### config.mk
export PLATFORM = sky130hd
export DESIGN_NAME = spi_slave_tx_fifo
export DESIGN_NICKNAME = d
export VERILOG_FILES = /design/src/rtl/spi_slave_tx_fifo.sv
export SDC_FILE = /design/constraint.sdc
export NUM_CORES = 1
export LEC_CHECK = 0
export BUFFER_PORTS_ARGS = -buffer_cell sky130_fd_sc_hd__buf_2
export CAP_MARGIN = 0
export CELL_PAD_IN_SITES_DETAIL_PLACEMENT = 0
export CELL_PAD_IN_SITES_GLOBAL_PLACEMENT = 1
export CORE_MARGIN = 10
export CORE_UTILIZATION = 45
export CTS_CLUSTER_DIAMETER = 150
export DETAILED_ROUTE_END_ITERATION = 10
export MAX_ROUTING_LAYER = met4
export PLACE_DENSITY = 0.77
export SLEW_MARGIN = 20
export SYNTH_ARGS = -nofsm -noshare
export SYNTH_HDL_FRONTEND = slang
export SYNTH_SLANG_ARGS = --single-unit
### constraint.sdc
create_clock -name axi_aclk -period 1.9 [get_ports axi_aclk]
set_clock_uncertainty 0.2 [all_clocks]
set_input_delay 0 -clock axi_aclk [delete_from_list [all_inputs] [get_ports axi_aclk]]
set_output_delay 0 -clock axi_aclk [all_outputs]
set_load 0.02 [all_outputs]
### src/rtl/spi_slave_tx_fifo.sv
// First-word-fall-through FIFO between the AXI read plug and the SPI transmit path.
// Drops prefetched words on flush and flags pops attempted while empty.
module spi_slave_tx_fifo #(
    parameter int DATA_WIDTH = 32,
    parameter int DEPTH      = 4
) (
    input  logic                         axi_aclk,
    input  logic                         axi_aresetn,
    input  logic                         flush,
    input  logic [DATA_WIDTH-1:0]        in_data,
    input  logic                         in_valid,
    output logic                         in_ready,
    output logic [DATA_WIDTH-1:0]        out_data,
    output logic                         out_valid,
    input  logic                         out_ready,
    output logic [$clog2(DEPTH+1)-1:0]   level,
    output logic                         underrun
);
    localparam int PW = $clog2(DEPTH);
    localparam int LW = $clog2(DEPTH+1);

    logic [DATA_WIDTH-1:0] r_mem [DEPTH];
    logic [PW-1:0]         r_wptr;
    logic [PW-1:0]         r_rptr;
    logic [LW-1:0]         r_level;
    logic                  r_underrun;

    logic w_full;
    logic w_empty;
    logic w_push;
    logic w_pop;

    assign w_full  = (r_level == LW'(DEPTH));
    assign w_empty = (r_level == '0);
    // in_ready depends only on state so the plug never sees a path from out_ready.
    assign w_push  = in_valid && !w_full;
    assign w_pop   = out_ready && !w_empty;

    assign in_ready  = !w_full;
    assign out_valid = !w_empty;
    assign out_data  = r_mem[r_rptr];
    assign level     = r_level;
    assign underrun  = r_underrun;

    genvar gi;
    generate
        for (gi = 0; gi < DEPTH; gi++) begin : g_entry
            always_ff @(posedge axi_aclk or negedge axi_aresetn) begin
                if (!axi_aresetn) begin
                    r_mem[gi] <= '0;
                end else if (w_push && !flush && (r_wptr == PW'(gi))) begin
                    r_mem[gi] <= in_data;
                end
            end
        end
    endgenerate

    always_ff @(posedge axi_aclk or negedge axi_aresetn) begin
        if (!axi_aresetn) begin
            r_wptr     <= '0;
            r_rptr     <= '0;
            r_level    <= '0;
            r_underrun <= 1'b0;
        end else if (flush) begin
            r_wptr     <= '0;
            r_rptr     <= '0;
            r_level    <= '0;
            r_underrun <= 1'b0;
        end else begin
            if (w_push) begin
                r_wptr <= r_wptr + PW'(1);
            end
            if (w_pop) begin
                r_rptr <= r_rptr + PW'(1);
            end
            case ({w_push, w_pop})
                2'b10:   r_level <= r_level + LW'(1);
                2'b01:   r_level <= r_level - LW'(1);
                default: r_level <= r_level;
            endcase
            // A same-cycle push cannot rescue a pop that found the FIFO empty.
            if (out_ready && w_empty) begin
                r_underrun <= 1'b1;
            end
        end
    end
endmodule

==> summary.md <==
| Metric | Value |
|---|---|
| Clock slew at the register clock pins of the worst setup and hold paths | `0.06 ns` |
| Largest net degree at the start of global routing | `54` |
| Worst-margin pin slew | `0.466 ns` |
| Vias in the first global route | `4217` |
| Layout Nets | `560` |
| Hold Path Sink | `r_mem[116]` |
| Post-synthesis sequential area ratio | `50.7%` |
| Fill cells | `1041` |
| Worst vdd ir | `0.779 mV` |
| R2R Setup Slk | `-0.05 ns` |
| TritonRoute pass-1 iters | `4` |
| Initial Utilization | `46.1%` |
| #FFs+latches synth | `136` |
| Crit path kind | `flop to output pin` |
| Number of placed instances, taps included | `633` |
| Layout cell share with drive strength beyond 1 | `60.5%` |
| Period Utilization, post-route | `105%` |
| Setup WS post-layout | `-0.0864 ns` |
| Pins over their slew limit | `0` |
| GPL Wtd Cong | `0.722` |
| Core Footprint | `14600 µm²` |
| Via Count | `3685` |
| CP arrival | `1.79 ns` |
| Slew HR | `68.9%` |
| EDFF count, synth | `0` |
| Crit start category | `flop` |
| Ys flop type | `dfrtp_1` |
| Yosys cell types | `41` |
| Max H-tree Level | `4` |
| Diode count | `0` |
| Layout area overhead | `30.5%` |
| Critical Path End Type | `output pin` |
| Die Span X | `142 µm` |
| CP Data Required Time | `1.70 ns` |
| M1 wire length | `6840 µm` |
| CP max-delay cell | `mux4_2` |
| Root Buffer Master | `clkbuf_16` |
| Ports | `75` |
| Cell area after synthesis | `6720 µm²` |
| Area of the multi-input gates | `3070 µm²` |
| Congestion Overflow GR | `0` |
| Max Cap Violations | `0` |
| CP Buf/Inv Count | `2` |
| Hold_sp | `in_data[20]` |
| Area fraction of the dominant cell type after synthesis | `50.7%` |
| WL/cell | `20.0 µm` |
| Skew-Pair Late Insertion Delay | `0.42 ns` |
| Initial antenna violation count | `0` |
| Max Root-Sink Buffers | `2` |
| Top post-synthesis cells by count | `136 x dfrtp_1, 120 x mux2_4, 32 x mux4_2` |
| Drt total wl | `14300 µm` |
| Non-Filler Instances | `715` |
| Pwr dens | `1280 nW/µm²` |
| Most common cell in the netlist | `dfrtp_1` |
| Routed vias/inst | `5.15` |
| Drt drc | `0` |
| Async SR Flop Fraction | `100%` |
| Sequential Area | `3410 µm²` |
| Unrepaired setup endpoints after global routing | `true` |
| Top Metal Used | `met4` |
| Syn avg cell area | `17.8 µm²` |
| Cells along the critical path | `buf_12 -> mux4_2 -> buf_2` |
| Violated checks | `setup timing` |
| Die area | `20200 µm²` |
| Max incr delay on CP | `0.56 ns` |
| DP Wirelength | `9200 µm` |
| Syn_nets | `420` |
| Ys Warns | `0` |
| Period minus WS final | `1.99 ns` |
| Die Y-Extent | `142 µm` |
| Total CTS buffers | `17` |
| WL met3 | `575 µm` |
| CP top delay family | `multiplexers` |
| TNS Setup | `-1.58 ns` |
| # setup viols final | `33` |
| Hold Slack | `0.192 ns` |
| Fmax | `0.503 GHz` |
| Worst hold path type | `primary input to flop` |
| Area contributors post-synth | `dfrtp_1 51%, mux2_4 27%, mux4_2 11%` |
| Standard-cell row count | `44` |
| DR iter-0 viols | `164` |
| Met2 WL post-DR | `6700 µm` |
| Critical R2R Launch | `level[0]` |
| Total track usage | `15.2%` |
| Status | `complete, but fails checks` |
| Count of final hold-check violations | `0` |
| Worst Hold Path Cells | `3` |
| Leak | `4.28 nW` |
| Dominant cell type by area after synthesis | `dfrtp_1` |
| Register-to-Register Path Depth | `5` |
| First-pass GRT wire length | `23600 µm` |
| Worst-path maximum fanout | `22` |
| Port Buf Inserts | `74` |
| Final ANT Viol Nets | `0` |
| Synth Instances | `378` |
| TritonCTS clock tree | `yes` |
| Reg2reg end | `level[1]` |
| CTS Sinks | `136` |
| Pre-CTS setup slack | `-0.0449 ns` |
==> state kept, by name, indices dropped and copies added (netlist names) <==
name,count
r_rptr,2
r_mem,128
r_wptr,2
underrun,1
level,3
==> cells by family (layout without fill, tap and decap cells) <==
group           Yosys count  in the layout  synth area share (%)
compound gates           16             16                  1.58
xor+xnor                  3              3                 0.391
fa+ha+maj                 5              5                  1.04
buf+inv                  31            184                  4.26
flops                   136            136                  50.7
mux                     160            160                  38.9
simple gates             27             27                  3.18
==> routing by layer <==
| layer | vias to the layer above | global-route usage [%] |
|---|---|---|
| li1 | 1684 | - |
| met1 | 1905 | 20.4 |
| met2 | 80 | 22.1 |
| met3 | 16 | 4.01 |
| met4 | 0 | 5.22 |
| met5 | - | - |
==> placed cells by master, fill, tap and decap left out, drive strengths merged, types with 3 or more instances in the layout <==
cell type / count
a21oi: 3
buf: 108
bufinv: 4
clkbuf: 21
clkinv: 3
dfrtp: 136
dlygate4sd3: 37
ha: 4
inv: 9
mux2: 128
mux4: 32
nand3: 8
nor2: 6
o21ai: 3
==> area by class of cell <==
| class | instances | area share (%) |
|---|---|---|
| clock buffer | 19 | 5.05 |
| clock inverter | 13 | 2.20 |
| timing repair buffer | 147 | 16.0 |
| tap | 184 | 2.63 |
| sequential | 136 | 38.9 |
| inverter | 5 | 0.243 |
| multi-input combinational | 211 | 35.0 |
==> report_power, final <==
part	switching, mW	internal [mW]
registers	0.491	3.75
clock network	1.28	2.25
logic	1.28	2.16
total	3.05	8.16
==> worst reg2reg max path, delay by kind of cell, from the launching register on <==
family	cells	cell delay, ns
DFF	1	0.46
adders and majority gates	1	0.54
AOI/OAI and AO/OA	1	0.26
and+or+nand+nor	3	0.38
==> through the flow <==
stage | power [mW] | util (%) | instance area (µm²)
after floorplan | 6.50 | - | 6750
after global placement | 7.23 | 51.1 | 7460
after detailed placement | 7.35 | 51.1 | 7460
after CTS | 11.1 | 58.7 | 8570
after global routing | 11.7 | 60.1 | 8770
final | 11.2 | 60.1 | 8770
==> worst max-delay path by stage <==
stage | startpoint | endpoint | cells past startpoint
5_1_grt | r_rptr[0] | out_data[27] | 3
6_report | r_rptr[0] | out_data[0] | 3
3_3_place_gp | level[1] | level[1] | 5
3_5_place_dp | level[1] | level[1] | 5
4_1_cts | r_rptr[0] | out_data[19] | 4
2_1_floorplan | level[2] | level[1] | 6
==> what timing repair did <==
item / in CTS / in global routing
gates resized for setup: 16 / 29
buffers inserted: 3 / 7
pin swaps: 3 / 4
endpoints found under the setup margin: 34 / 91
hold buffers: 37 / 0
hold endpoints to repair: 272 / 0
cloned: 1 / 2
Note: power is estimated with default switching activity, not from simulation.
